[config.mk]
export PLATFORM = sky130hd
export DESIGN_NAME = mem_access
export DESIGN_NICKNAME = d
export VERILOG_FILES = /design/src/rtl/lsu_pkg.sv /design/src/rtl/lsu_align.sv /design/src/rtl/mem_access.sv
export SDC_FILE = /design/constraint.sdc
export NUM_CORES = 1
export LEC_CHECK = 0
export ABC_AREA = 1
export CORE_MARGIN = 3
export CORE_UTILIZATION = 31
export DETAILED_ROUTE_END_ITERATION = 10
export PLACE_DENSITY = 0.69
export SYNTH_ARGS = -nofsm -noshare
export SYNTH_HDL_FRONTEND = slang
export SYNTH_SLANG_ARGS = --single-unit
[constraint.sdc]
create_clock -name clk -period 1.7 [get_ports clk]
set_input_delay 0.34 -clock clk [delete_from_list [all_inputs] [get_ports clk]]
set_output_delay 0.34 -clock clk [all_outputs]
set_load 0.02 [all_outputs]
[src/rtl/lsu_pkg.sv]
// Shared definitions for the mem_access load/store stage: funct3 codes, fault codes,
// FSM states and the data-memory request payload.
package lsu_pkg;

  localparam int unsigned XLEN   = 32;
  localparam int unsigned STRB_W = XLEN / 8;

  localparam logic [2:0] F3_B  = 3'b000;
  localparam logic [2:0] F3_H  = 3'b001;
  localparam logic [2:0] F3_W  = 3'b010;
  localparam logic [2:0] F3_BU = 3'b100;
  localparam logic [2:0] F3_HU = 3'b101;

  typedef enum logic [1:0] {
    FLT_NONE    = 2'b00,
    FLT_MISAL   = 2'b01,
    FLT_ACCESS  = 2'b10,
    FLT_ILLEGAL = 2'b11
  } fault_e;

  typedef enum logic [1:0] {
    S_IDLE = 2'b00,
    S_REQ  = 2'b01,
    S_WAIT = 2'b10,
    S_DONE = 2'b11
  } state_e;

  typedef struct packed {
    logic              we;
    logic [XLEN-1:0]   addr;
    logic [STRB_W-1:0] wstrb;
    logic [XLEN-1:0]   wdata;
  } dmem_req_t;

  // Stores only have B/H/W; loads add the unsigned BU/HU variants.
  function automatic logic f3_legal(input logic is_store, input logic [2:0] f3);
    if (is_store) return f3 inside {F3_B, F3_H, F3_W};
    else          return f3 inside {F3_B, F3_H, F3_W, F3_BU, F3_HU};
  endfunction

endpackage

[src/rtl/lsu_align.sv]
// Combinational lane logic: store byte-enable/data replication and load extract/extend.
module lsu_align
  import lsu_pkg::*;
(
  input  logic              i_is_store,
  input  logic [2:0]        i_st_funct3,
  input  logic [1:0]        i_st_off,
  input  logic [XLEN-1:0]   i_st_data,
  output logic [STRB_W-1:0] o_wstrb,
  output logic [XLEN-1:0]   o_wdata,
  input  logic [2:0]        i_ld_funct3,
  input  logic [1:0]        i_ld_off,
  input  logic [XLEN-1:0]   i_rdata,
  output logic [XLEN-1:0]   o_ldata
);

  logic [XLEN-1:0] w_byte_sh;
  logic [XLEN-1:0] w_half_sh;
  logic [7:0]      w_byte;
  logic [15:0]     w_half;

  // Store lanes: shift the enables to the addressed lane, replicate data across lanes.
  always_comb begin
    o_wstrb = '0;
    o_wdata = '0;
    if (i_is_store) begin
      case (i_st_funct3)
        F3_B: begin
          o_wstrb = STRB_W'(4'b0001 << i_st_off);
          o_wdata = {4{i_st_data[7:0]}};
        end
        F3_H: begin
          o_wstrb = STRB_W'(4'b0011 << {i_st_off[1], 1'b0});
          o_wdata = {2{i_st_data[15:0]}};
        end
        F3_W: begin
          o_wstrb = 4'b1111;
          o_wdata = i_st_data;
        end
        default: ;
      endcase
    end
  end

  assign w_byte_sh = i_rdata >> {i_ld_off, 3'b000};
  assign w_half_sh = i_rdata >> {i_ld_off[1], 4'b0000};
  assign w_byte    = w_byte_sh[7:0];
  assign w_half    = w_half_sh[15:0];

  // Load extract: pick byte/half by address, then sign- or zero-extend.
  always_comb begin
    o_ldata = '0;
    case (i_ld_funct3)
      F3_B:    o_ldata = {{24{w_byte[7]}}, w_byte};
      F3_H:    o_ldata = {{16{w_half[15]}}, w_half};
      F3_W:    o_ldata = i_rdata;
      F3_BU:   o_ldata = {24'h0, w_byte};
      F3_HU:   o_ldata = {16'h0, w_half};
      default: ;
    endcase
  end

endmodule

[src/rtl/mem_access.sv]
// Memory-access pipeline stage: one req/gnt/rvalid data-memory transaction per op,
// result handed to writeback with valid/ready.
// Build option: MEM_MISALIGN_TRAP_EN makes misaligned H/W accesses fault instead of truncating.
module mem_access
  import lsu_pkg::*;
#(
  parameter int unsigned TIMEOUT = 16
) (
  input  logic              clk,
  input  logic              rst_n,
  input  logic              in_valid,
  output logic              in_ready,
  input  logic              in_is_load,
  input  logic              in_is_store,
  input  logic [2:0]        in_funct3,
  input  logic [XLEN-1:0]   in_alu_out,
  input  logic [XLEN-1:0]   in_store_data,
  output logic              out_valid,
  input  logic              out_ready,
  output logic [XLEN-1:0]   out_alu_out,
  output logic [XLEN-1:0]   out_loaddata,
  output logic              out_is_load,
  output logic [1:0]        out_fault,
  output logic              dmem_req,
  output logic              dmem_we,
  output logic [XLEN-1:0]   dmem_addr,
  output logic [STRB_W-1:0] dmem_wstrb,
  output logic [XLEN-1:0]   dmem_wdata,
  input  logic              dmem_gnt,
  input  logic              dmem_rvalid,
  input  logic [XLEN-1:0]   dmem_rdata
);

  localparam int unsigned CNT_W = (TIMEOUT > 1) ? $clog2(TIMEOUT) : 1;

  state_e            r_state;
  state_e            w_state_nxt;
  logic              r_in_ready;
  logic              r_out_valid;
  logic              r_dmem_req;
  logic [CNT_W-1:0]  r_cnt;
  dmem_req_t         r_dmem;
  logic [2:0]        r_funct3;
  logic [1:0]        r_addr_lo;
  logic [XLEN-1:0]   r_out_alu_out;
  logic [XLEN-1:0]   r_out_loaddata;
  logic              r_out_is_load;
  fault_e            r_out_fault;

  logic              w_accept;
  logic              w_is_mem;
  logic              w_illegal;
  logic              w_misal;
  fault_e            w_fault_in;
  logic              w_timeout;
  logic              w_tmo;
  logic              w_rsp;
  logic [STRB_W-1:0] w_wstrb;
  logic [XLEN-1:0]   w_wdata;
  logic [XLEN-1:0]   w_ldata;

  assign w_accept  = in_valid && r_in_ready;
  assign w_is_mem  = in_is_load || in_is_store;
  assign w_illegal = w_is_mem && !f3_legal(in_is_store, in_funct3);
`ifdef MEM_MISALIGN_TRAP_EN
  assign w_misal   = w_is_mem &&
                     (((in_funct3[1:0] == 2'b01) && in_alu_out[0]) ||
                      ((in_funct3[1:0] == 2'b10) && (in_alu_out[1:0] != 2'b00)));
`else
  assign w_misal   = 1'b0;
`endif
  assign w_fault_in = w_illegal ? FLT_ILLEGAL : (w_misal ? FLT_MISAL : FLT_NONE);
  assign w_timeout  = (TIMEOUT != 0) && (r_cnt == CNT_W'(TIMEOUT - 1));

  lsu_align u_align (
    .i_is_store  (in_is_store),
    .i_st_funct3 (in_funct3),
    .i_st_off    (in_alu_out[1:0]),
    .i_st_data   (in_store_data),
    .o_wstrb     (w_wstrb),
    .o_wdata     (w_wdata),
    .i_ld_funct3 (r_funct3),
    .i_ld_off    (r_addr_lo),
    .i_rdata     (dmem_rdata),
    .o_ldata     (w_ldata)
  );

  // Next-state logic; a bus response in the same cycle wins over the timeout.
  always_comb begin
    w_state_nxt = r_state;
    w_tmo       = 1'b0;
    w_rsp       = 1'b0;
    case (r_state)
      S_IDLE: if (w_accept)
                w_state_nxt = (w_is_mem && (w_fault_in == FLT_NONE)) ? S_REQ : S_DONE;
      S_REQ:  if (dmem_gnt)       w_state_nxt = S_WAIT;
              else if (w_timeout) begin w_state_nxt = S_DONE; w_tmo = 1'b1; end
      S_WAIT: if (dmem_rvalid)    begin w_state_nxt = S_DONE; w_rsp = 1'b1; end
              else if (w_timeout) begin w_state_nxt = S_DONE; w_tmo = 1'b1; end
      S_DONE: if (out_ready)      w_state_nxt = S_IDLE;
      default: w_state_nxt = S_IDLE;
    endcase
  end

  // State register plus handshake flags decoded from the next state.
  always_ff @(posedge clk or negedge rst_n) begin
    if (!rst_n) begin
      r_state     <= S_IDLE;
      r_in_ready  <= 1'b1;
      r_out_valid <= 1'b0;
      r_dmem_req  <= 1'b0;
    end else begin
      r_state     <= w_state_nxt;
      r_in_ready  <= (w_state_nxt == S_IDLE);
      r_out_valid <= (w_state_nxt == S_DONE);
      r_dmem_req  <= (w_state_nxt == S_REQ);
    end
  end

  // REQ+WAIT cycle counter, cleared when a transaction starts.
  always_ff @(posedge clk or negedge rst_n) begin
    if (!rst_n)                                        r_cnt <= '0;
    else if (r_state == S_IDLE && w_state_nxt == S_REQ) r_cnt <= '0;
    else if (r_state == S_REQ || r_state == S_WAIT)     r_cnt <= r_cnt + CNT_W'(1);
  end

  // Operation capture at accept, load data on response, access fault on timeout.
  always_ff @(posedge clk or negedge rst_n) begin
    if (!rst_n) begin
      r_dmem         <= '0;
      r_funct3       <= '0;
      r_addr_lo      <= '0;
      r_out_alu_out  <= '0;
      r_out_loaddata <= '0;
      r_out_is_load  <= 1'b0;
      r_out_fault    <= FLT_NONE;
    end else begin
      if (w_accept) begin
        r_dmem.we      <= in_is_store;
        r_dmem.addr    <= {in_alu_out[XLEN-1:2], 2'b00};
        r_dmem.wstrb   <= w_wstrb;
        r_dmem.wdata   <= w_wdata;
        r_funct3       <= in_funct3;
        r_addr_lo      <= in_alu_out[1:0];
        r_out_alu_out  <= in_alu_out;
        r_out_loaddata <= '0;
        r_out_is_load  <= in_is_load;
        r_out_fault    <= w_fault_in;
      end
      if (w_rsp && r_out_is_load) r_out_loaddata <= w_ldata;
      if (w_tmo)                  r_out_fault    <= FLT_ACCESS;
    end
  end

  assign in_ready     = r_in_ready;
  assign out_valid    = r_out_valid;
  assign out_alu_out  = r_out_alu_out;
  assign out_loaddata = r_out_loaddata;
  assign out_is_load  = r_out_is_load;
  assign out_fault    = r_out_fault;
  assign dmem_req     = r_dmem_req;
  assign dmem_we      = r_dmem.we;
  assign dmem_addr    = r_dmem.addr;
  assign dmem_wstrb   = r_dmem.wstrb;
  assign dmem_wdata   = r_dmem.wdata;

endmodule

==> run_results.csv <==
group,metric,value,unit
worst_setup_path,max_stage_delay,530,ps
timing,post-route-period-util,95.7,%
outcome,outcome,"completed",
clocking,cts_max_path_buffers,2,
synthesis,yosysMostFrequentCell,"nand2_1",
pwr,clock_power_share,22.4,%
floorplan,die_area,20400,um^2
worst_setup_path,crit_buf_inv,1,
synthesis,yosys_most_used_dff,"dfrtp_1",
synthesis,synth_common_cells,"274 x nand2_1, 115 x dfrtp_1, 39 x inv_1",
clocking,numClockSinks,116,
placed_design,place_area,8570,um^2
clocking,clockRootBuffer,"clkbuf_16",
global_route,top_usage_layer,"met2",
synthesis,syn_inst,716,
job,cap_violations,0,
worst_setup_path,start_kind,"register",
final_layout,final_util,49.5,%
final_layout,syn_to_final_growth,54.8,%
pwr,ir_worst_vdd,806,uV
pwr,switching_power,6440,uW
global_route,grt_use_met1,23.9,%
synthesis,synth-seq-area-share,50.0,%
worst_setup_path,startpoint,"in_ready",
worst_setup_path,crit_chain,"dlygate4sd2_1",
timing,min_period,1630,ps
pwr,switching_share,42.9,%
global_route,grt_first_pass_wirelength,29.4,mm
synthesis,synth_area_leaders,"dfrtp_1 50%, nand2_1 18%, buf_4 4.4%",
floorplan,coreArea,18100,um^2
worst_setup_path,r2r-start,"r_state[0]",
clocking,clkLatencyLatePin,410,ps
final_layout,nNetsFinal,1077,
pwr,p_leak,0.00486,uW
min_path,holdCritPathClass,"in2async",
synthesis,synthDistinctLibCells,40,
routing,drtIter0Drc,361,
placed_design,finalWeightedCongestion,0.832,
floorplan,ios,246,
final_layout,stdcell_area,8980,um^2
placed_design,hpwlAfterDp,13.9,mm
final_layout,nFillCells,1756,
floorplan,die_w,143,um
worst_setup_path,worstPathRequired,1360,ps
timing,finalHoldViolations,0,
synthesis,ys_seq_elements,116,
routing,wire_per_inst,15.4,um
global_route,antenna_found_initial,0,
clocking,tritoncts,"yes",
timing,setup_viol,0,
synthesis,yosysTopAreaCell,"dfrtp_1",
routing,drc,0,
timing,clock.fmax,615,MHz
global_route,grt_util_all_layers,18.2,%
timing,finalSetupTns,0,ps
timing,grt_setup_unrepaired,"no",
floorplan,rows,49,
clocking,numCtsBuffers,17,
routing,firstDrtPassIters,5,
synthesis,syn_avg_cell_area,8.10,um^2
synthesis,ys_warn_count,0,
synthesis,synth_edf_count,0,
placed_design,dp_cells,1173,
timing,drv_slew,0,
synthesis,synthesis.area,5800,um^2
global_route,grt_use_met3,5.29,%
pwr,power_density,1670,nW/um^2
pwr,p_int,8570,uW
global_route,grt_start_max_net_pins,49,
clocking,cts_max_level,4,
worst_setup_path,slowest_stage,"dfstp_2",
final_layout,insertedDiodeCount,0,
worst_setup_path,critPathKind,"reg2out",
clocking,clkSlewWorstSetupHoldPaths,60,ps
floorplan,fp.dieH,143,um
worst_setup_path,end_kind,"output pin",
global_route,grt_remaining_overflow,0,
global_route,grt_pass1_vias,5596,
worst_setup_path,crit_fanout,2,
worst_setup_path,cp_top_family,"flip-flops",
synthesis,yosysTopAreaCellShare,49.6,%
synthesis,async_flop_share,100,%
final_layout,finalNonFillerCells,1206,
routing,vias,5653,
routing,via_per_inst,4.69,
pwr,p_seq_share,29.6,%
routing,ant_nets,0,
final_layout,final_layout_size_suffix_gt1_share,11.9,%
worst_setup_path,crit_arrival,1290,ps
global_route,globalRouteMet2Util,29.3,%
pwr,combPwrFrac,48.0,%
timing,finClkSkew,10.2,ps
clocking,postCtsSetupRepairBufs,0,
routing,wirelength,18.6,mm
placed_design,numPortBuffers,243,
floorplan,start_util,32.0,%
[cells in the final DEF (no fill, tap or decap), types with 17 or more instances in the layout]
cell type / count
nand2_1: 274
clkdlybuf4s50_1: 105
dfrtp_1: 114
inv_1: 38
buf_4: 37
o21ai_1: 36
a21oi_1: 22
nor2_1: 34
dlygate4sd2_1: 137
clkbuf_16: 17
o21ai_0: 37
[stage by stage]
stage / total power (uW) / hold slack [ps] / setup WS (ps)
after global routing: 16000 / 357 / 4.15
after detailed placement: 12500 / 245 / -240
after global placement: 12400 / 246 / -206
after CTS: 15100 / 347 / 23.8
after floorplan: 9100 / 44.4 / 72.7
final: 15000 / 358 / 73.6
[per-layer routing]
layer  wire, um  vias to the layer above
met5          0                        -
met2       8830                      245
met4        301                        0
met3       1390                       20
met1       8080                     2624
li1           -                     2764
[cells by family (layout without fill, tap and decap cells)]
| logic type | count (synthesis) | in the layout | synth area share (%) |
|---|---|---|---|
| muxes | 1 | 1 | 0.172 |
| DFF | 116 | 116 | 50.0 |
| other | 1 | 2 | 0.0646 |
| buffers and inverters | 110 | 370 | 9.87 |
| adders and majority gates | 6 | 6 | 1.29 |
| AOI/OAI and AO/OA | 129 | 129 | 13.0 |
| xor gates and xnor gates | 3 | 3 | 0.453 |
| and+or+nand+nor | 350 | 350 | 25.1 |
[registers in the layout, indices dropped and copies added (netlist names)]
| signal | count |
|---|---|
| dmem_wdata | 32 |
| out_loaddata | 32 |
| out_alu_out | 31 |
| dmem_wstrb | 4 |
| r_cnt | 4 |
| r_funct3 | 3 |
| out_fault | 2 |
| r_state | 2 |
| dmem_req | 1 |
| dmem_we | 1 |
| in_ready | 1 |
| out_is_load | 1 |
| out_valid | 1 |
| r_addr_lo | 1 |
[path summary, 6_finish.rpt]
check                      cells after the start  slack (ps)                to
setup reg to reg                               8         100         out_valid
hold / removal                                 2         360  out_loaddata[12]
setup / recovery                               1          70          in_ready
max in group asynchronous                      3         750          in_ready
hold reg to reg                                2         470   out_loaddata[1]
min in group clk                               3         470   out_alu_out[12]
[timing repair]
item	in CTS	in global routing
setup endpoints to repair	140	36
resized for setup	139	4
hold buffers	1	0
endpoints found under the hold margin	14	0
[power by group through the flow]
stage	Sequential, uW	Clock, uW	Combinational, uW
floorplan	5460	0	3630
global placement	4500	0	7940
detailed placement	4520	0	8030
CTS	4460	3450	7220
global route	4580	3590	7870
finish	4440	3360	7210
[area by class of cell]
| cell class | instances | area [um^2] | area share (%) |
|---|---|---|---|
| Clock buffer | 17 | 425 | 4.73 |
| Inverter | 50 | 188 | 2.09 |
| Clock inverter | 15 | 134 | 1.49 |
| Timing Repair Buffer | 288 | 2700 | 30.0 |
| Tap cell | 229 | 287 | 3.19 |
| Sequential cell | 116 | 2910 | 32.3 |
| Multi-Input combinational cell | 491 | 2350 | 26.1 |
(Power assumes the default switching activity.)
